<file path="config.mk">
export PLATFORM = sky130hd
export DESIGN_NAME = bit_serial_sub
export DESIGN_NICKNAME = d
export VERILOG_FILES = /design/src/rtl/bit_serial_sub.sv
export SDC_FILE = /design/constraint.sdc
export NUM_CORES = 1
export LEC_CHECK = 0
export CORE_MARGIN = 5
export CORE_UTILIZATION = 31
export CTS_CLUSTER_DIAMETER = 30
export DETAILED_ROUTE_END_ITERATION = 10
export HOLD_SLACK_MARGIN = 0.08
export SYNTH_ARGS = -nofsm -noshare
export SYNTH_HDL_FRONTEND = slang
export SYNTH_SLANG_ARGS = --single-unit
</file>
<file path="constraint.sdc">
create_clock -name clk -period 2 [get_ports clk]
set_input_delay 0.6 -clock clk [delete_from_list [all_inputs] [get_ports clk]]
set_output_delay 0.6 -clock clk [all_outputs]
set_load 0.01 [all_outputs]
</file>
<file path="src/rtl/bit_serial_sub.sv">
// Bit-serial subtractor: one full-subtractor cell plus a borrow flop, computing a - b - bin LSB first.
// Optional macro BIT_SERIAL_SUB_SAT_EN clamps diff to zero on a final unsigned borrow.
module bit_serial_sub #(
  parameter int WIDTH = 8
) (
  input  logic             clk,
  input  logic             rst,
  input  logic             start,
  input  logic [WIDTH-1:0] a,
  input  logic [WIDTH-1:0] b,
  input  logic             bin,
  output logic             busy,
  output logic             done,
  output logic [WIDTH-1:0] diff,
  output logic             bout,
  output logic             ovf
);

  localparam int CW = (WIDTH > 1) ? $clog2(WIDTH) : 1;
  localparam logic [CW-1:0] LAST = CW'(WIDTH - 1);

  typedef enum logic {IDLE, RUN} state_t;

  state_t           state;
  state_t           next_state;
  logic [WIDTH-1:0] a_sr;
  logic [WIDTH-1:0] b_sr;
  logic [WIDTH-1:0] res_sr;
  logic [CW-1:0]    cnt;
  logic             br;

  logic             a0;
  logic             b0;
  logic             d;
  logic             br_next;
  logic             last;
  logic [WIDTH-1:0] res_next;

  // Full-subtractor cell on the current LSBs; the new bit enters the result from the MSB end
  always_comb begin
    a0       = a_sr[0];
    b0       = b_sr[0];
    d        = a0 ^ b0 ^ br;
    br_next  = (~a0 & b0) | (~a0 & br) | (b0 & br);
    last     = (cnt == LAST);
    res_next = {d, res_sr[WIDTH-1:1]};
  end

  always_ff @(posedge clk or posedge rst) begin
    if (rst) state <= IDLE;
    else     state <= next_state;
  end

  always_comb begin
    next_state = state;
    case (state)
      IDLE:    if (start) next_state = RUN;
      RUN:     if (last)  next_state = IDLE;
      default: next_state = IDLE;
    endcase
  end

  always_comb begin
    busy = (state == RUN);
  end

  // diff/bout/ovf only change on the completing edge, so partial results never leak out
  always_ff @(posedge clk or posedge rst) begin
    if (rst) begin
      a_sr   <= '0;
      b_sr   <= '0;
      res_sr <= '0;
      cnt    <= '0;
      br     <= 1'b0;
      done   <= 1'b0;
      diff   <= '0;
      bout   <= 1'b0;
      ovf    <= 1'b0;
    end else begin
      done <= 1'b0;
      case (state)
        IDLE: begin
          if (start) begin
            a_sr   <= a;
            b_sr   <= b;
            br     <= bin;
            res_sr <= '0;
            cnt    <= '0;
          end
        end
        RUN: begin
          a_sr   <= {1'b0, a_sr[WIDTH-1:1]};
          b_sr   <= {1'b0, b_sr[WIDTH-1:1]};
          res_sr <= res_next;
          br     <= br_next;
          cnt    <= cnt + CW'(1);
          if (last) begin
`ifdef BIT_SERIAL_SUB_SAT_EN
            diff <= br_next ? '0 : res_next;
`else
            diff <= res_next;
`endif
            bout <= br_next;
            ovf  <= br ^ br_next;
            done <= 1'b1;
          end
        end
        default: ;
      endcase
    end
  end

endmodule

</file>
==> run_results.csv, run 1 <==
group,metric,value,unit
setup_path,rr_startpoint,"cnt[0]",
global_routing,antenna_found_initial,0,
floorplan,core,5470,um^2
cts,tritoncts,"yes",
setup_path,r2r_end,"diff[6]",
global_routing,grt_pass1_vias,1131,
synth,synth_top_family_by_area,"multiplexers",
cts,cts_root_buf,"clkbuf_8",
detailed_routing,vias,1113,
floorplan,io_pins,32,
global_routing,grt_pass1_wl,5.33,mm
floorplan,die_width,84.8,um
global_routing,grt_max_degree,55,
synth,avgSynthCellArea,12.1,um^2
synth,synth_fa_ha_area_share,2.59,%
power,power,2.96,mW
finish,final_cell_mix,"dfrtp_1, clkdlybuf4s50_1, nand2_1",
cts,numCtsBuffers,5,
setup_path,crit_chain,"clkdlybuf4s50_1",
run,maxCapViolCount,0,
place,gp_congestion,0.656,
finish,fillers,547,
cts,insertion_delay,290,ps
cts,ctsResizeCount,0,
finish,drive_gt1_share,13.0,%
synth,ys_seq_area_share,56.2,%
sta,final-setup-viol-count,0,
floorplan,rows,27,
floorplan,dieArea,7200,um^2
power,p_leak,0.997,nW
cts,path_clk_slew,80,ps
synth,synth_warnings,0,
min_path,min_from,"b_sr[6]",
sta,timing.fmax,0.561,GHz
min_path,worstHoldPathType,"flip-flop to flip-flop",
sta,period_minus_slack,1780,ps
cts,hold_buffers,0,
cts,clock-sinks,39,
setup_path,reg2reg_depth,4,
setup_path,cp_max_fo,2,
detailed_routing,drtPass1Iterations,4,
finish,multiInputGateArea,646,um^2
global_routing,track_usage,9.26,%
finish,fin_nets,199,
synth,synthesis.nets,167,
setup_path,end_kind,"primary output",
detailed_routing,post_drt_wl_per_cell,11.7,um
finish,diodes,0,
cts,post_cts_buffers,0,
min_path,holdPathEnd,"b_sr[5]",
run_status,status,"complete, no violations",
detailed_routing,wirelength,2.91,mm
sta,hold_viol,0,
finish,final_common_cell,"dfrtp_1",
sta,tns,0,ps
setup_path,worst-r2r-setup-slack,520,ps
synth,synth-simple-area-share,8.93,%
cts,htreeDepth,2,
synth,synth-seq-cells,39,
setup_path,startpoint_type,"flip-flop",
sta,worst_pin_slew,487,ps
sta,skew,10.5,ps
finish,seqCellArea,976,um^2
floorplan,start_util,31.7,%
synth,netlist_area,1740,um^2
place,port_buffers,31,
synth,synth_xor_area_share,0.504,%
cts,cts_buffer_depth,2,
power,ir_drop,0.404,mV
setup_path,cp.required,1400,ps
synth,synth_cell_types,22,
detailed_routing,remaining_drc_errors,0,
power,p_per_area,1360,nW/um^2
setup_path,path_class,"flip-flop to primary output",
detailed_routing,antenna_left,0,
sta,worst_hold_slack,481,ps
global_routing,grt_overflow,0,
setup_path,crit_buf_inv,1,
synth,synthMuxAreaShare,17.4,%
setup_path,worst_path_max_delay_cell,"clkdlybuf4s50_1",
sta,rsz0062_at_grt,"no",
finish,area_growth_syn_to_layout,24.9,%
floorplan,die_h,84.8,um
synth,syn-instance-count,144,
setup_path,cp_top_family,"buffers and inverters",
min_path,hold_depth,2,
sta,fin_crit_sh,89.1,%
synth,synth_compound_area_share,7.71,%
setup_path,slowest_delay,540,ps
setup_path,cp.arrival,1180,ps
sta,slew_headroom,67.5,%
detailed_routing,dr.first_iter.drc_count,41,
sta,drv_slew,0,
detailed_routing,viasPerCell,4.47,
place,post-dp-hpwl,1.98,mm
==> cell families after synthesis <==
logic type               after synthesis
AO/OA/AOI/OAI                         25
XOR/XNOR                               1
adder cells (fa/ha/maj)                3
buffers and inverters                 13
flip-flops                            39
multiplexers                          29
AND/OR/NAND/NOR                       34
==> final cells by class <==
cell class	count	share of cell area (%)
Clock inverter	3	0.692
Inverter	4	0.692
Tap cell	72	4.15
Timing Repair Buffer	34	16.5
Sequential cell	39	45.0
Multi-Input combinational cell	92	29.8
Clock buffer	5	3.17
==> report_power, final <==
group / switching (mW) / total [mW] / internal [mW]
registers: 0.179 / 1.31 / 1.13
clock network: 0.270 / 0.508 / 0.239
logic: 0.528 / 1.14 / 0.614
==> stage by stage <==
step	area, um^2	cells	util, %	worst slack (ps)
floorplan	1740	144	-	511
global placement	2080	241	38.1	218
detailed placement	2080	241	38.1	200
CTS	2170	249	39.6	198
global route	2170	249	39.6	165
finish	2170	249	39.6	218
==> how the worst max path moves through the flow <==
stage                        from      end  slack (ps)  cells after the start
final                        bout     bout         220                      1
after global routing      diff[1]  diff[1]         170                      1
after CTS                     ovf      ovf         200                      1
after global placement      start   cnt[0]         220                      4
after floorplan               rst  a_sr[0]         510                      1
after detailed placement    start   cnt[0]         200                      4
==> layer usage <==
| metal | GRT usage [%] | share of wire, % | vias to the layer above |
|---|---|---|---|
| li1 | - | - | 549 |
| met1 | 11.7 | 44 | 531 |
| met2 | 14.5 | 48 | 26 |
| met3 | 2.23 | 4.5 | 7 |
| met4 | 5.18 | 2.6 | 0 |
| met5 | 0 | 0 | - |
==> cells in the mapped netlist (all sizes together) <==
| library cell | number | area [um^2] |
|---|---|---|
| a22o | 1 | 8.76 |
| nor2 | 3 | 11.3 |
| a31oi | 1 | 6.26 |
| a21oi | 1 | 5.00 |
| o21ai | 22 | 114 |
| fa | 1 | 20.0 |
| buf | 8 | 95.1 |
| mux2 | 10 | 113 |
| mux2i | 19 | 190 |
| clkbuf | 1 | 5.00 |
| dfrtp | 39 | 976 |
| nand2 | 23 | 93.8 |
| ha | 2 | 25.0 |
| inv | 4 | 15.0 |
| nand2b | 8 | 50.1 |
| xor2 | 1 | 8.76 |
==> flip-flops by register name, summed over array words and instances, names as in the netlist <==
name    count
bout        1
ovf         1
b_sr        8
busy        1
a_sr        8
br          1
done        1
res_sr      7
diff        8
cnt         3
Power figures use the tool's default switching activity.
==> run 2: changes to the inputs <==
Settings changed: GPL_TIMING_DRIVEN set to 0, SLEW_MARGIN set to 20.
==> run 2 against run 1 <==
Setup slack lost 18 ps. Routed wire length rose by 20%. Global-route usage rose by 1.5 points. Critical endpoint is now busy. Largest cell class unchanged. Die area is the same.
==> run_results.csv, run 2 (synthesis results as in run 1) <==
group,metric,value,unit
detailed_routing,vias,1161,
place,gp_congestion,0.689,
sta,timing.fmax,0.555,GHz
floorplan,die_width,84.8,um
setup_path,path_class,"flip-flop to primary output",
floorplan,dieArea,7200,um^2
place,placed_cells,247,
detailed_routing,drtPass1Iterations,4,
global_routing,grtUsageMet1,13.5,%
setup_path,crit_chain,"clkdlybuf4s50_1",
min_path,min_from,"b_sr[4]",
global_routing,met3_usage,2.62,%
finish,fin_nets,205,
detailed_routing,post_drt_wl_per_cell,13.7,um
floorplan,io_pins,32,
cts,cts_buffer_depth,2,
power,ir_drop,0.477,mV
setup_path,reg2reg_depth,4,
cts,insertion_delay,280,ps
finish,area_growth_syn_to_layout,30.4,%
sta,slew_headroom,75.2,%
finish,top_regs,"a_sr (8), b_sr (8), diff (8)",
global_routing,grt_max_degree,25,
sta,rsz0062_at_grt,"no",
global_routing,grt-busiest-layer,"met2",
detailed_routing,antenna_left,0,
finish,seqCellArea,976,um^2
run_status,status,"complete, no violations",
sta,skew,4.11,ps
power,p_leak,1.05,nW
cts,numCtsBuffers,5,
setup_path,worst_path_max_delay_cell,"clkdlybuf4s50_1",
setup_path,end_kind,"primary output",
cts,htreeDepth,2,
sta,worst_hold_slack,484,ps
global_routing,use_met2,17.8,%
cts,ctsResizeCount,0,
global_routing,grt_pass1_wl,6.13,mm
setup_path,cp.required,1400,ps
cts,path_clk_slew,80,ps
finish,drive_gt1_share,16.9,%
global_routing,track_usage,10.8,%
cts,clock-sinks,39,
finish,multiInputGateArea,646,um^2
floorplan,rows,27,
finish,finalNonFillerCells,255,
setup_path,cp.arrival,1200,ps
detailed_routing,remaining_drc_errors,0,
cts,cts_root_buf,"clkbuf_8",
sta,tns,0,ps
sta,worst_slack,200,ps
floorplan,core,5470,um^2
setup_path,slowest_delay,540,ps
finish,diodes,0,
setup_path,r2r_end,"bout",
min_path,hold_depth,2,
finish,fin_util,41.4,%
finish,final_cell_area,2260,um^2
setup_path,crit_buf_inv,1,
place,postPlaceCellArea,2150,um^2
detailed_routing,viasPerCell,4.55,
setup_path,cp_max_fo,2,
power,p_per_area,1460,nW/um^2
finish,final_cell_mix,"dfrtp_1, clkdlybuf4s50_1, nand2_1",
sta,hold_viol,0,
setup_path,startpoint_type,"flip-flop",
global_routing,grt_overflow,0,
setup_path,worst-r2r-setup-slack,520,ps
cts,tritoncts,"yes",
detailed_routing,wirelength,3.50,mm
sta,worst_pin_slew,372,ps
global_routing,grt_pass1_vias,1288,
min_path,holdPathEnd,"b_sr[3]",
detailed_routing,dr.first_iter.drc_count,46,
cts,post_cts_buffers,0,
run,maxCapViolCount,0,
power,power,3.31,mW
floorplan,die_h,84.8,um
place,dp_slack,498,ps
min_path,worstHoldPathType,"flip-flop to flip-flop",
place,post-dp-hpwl,2.53,mm
setup_path,rr_startpoint,"cnt[0]",
sta,final-setup-viol-count,0,
cts,hold_buffers,0,
finish,fillers,532,
sta,period_minus_slack,1800,ps
global_routing,antenna_found_initial,0,
sta,fin_crit_sh,90.0,%
floorplan,start_util,31.7,%
place,port_buffers,30,
setup_path,cp_top_family,"buffers and inverters",
sta,drv_slew,0,
finish,final_common_cell,"dfrtp_1",
run 2: metal layers:
metal / wire, um / share of wire (%)
met4: 54 / 1.5
met5: 0 / 0
met1: 1630 / 47
met3: 117 / 3.3
met2: 1700 / 48
run 2: final cells by class:
cell class / count / share of cell area, %
Clock buffer: 6 / 3.65
Buffer: 9 / 4.42
Sequential cell: 39 / 43.1
Tap cell: 72 / 3.98
Clock inverter: 2 / 1.55
Multi-Input combinational cell: 92 / 28.5
Inverter: 4 / 0.663
Timing Repair Buffer: 31 / 14.1
run 2: where the power goes:
group          total (mW)  leakage, nW  switching [mW]  internal, mW
Combinational        1.31        0.488           0.598         0.715
Clock               0.676       0.0612           0.272         0.404
Sequential           1.32        0.497           0.189          1.13
run 2: worst max path at each step:
stage | startpoint | end | slack [ps] | cells after the start
finish | busy | busy | 200 | 1
floorplan | rst | a_sr[0] | 510 | 1
global placement | rst | b_sr[5] | -380 | 2
global route | busy | busy | 140 | 1
detailed placement | busy | busy | 500 | 1
CTS | busy | busy | 180 | 1
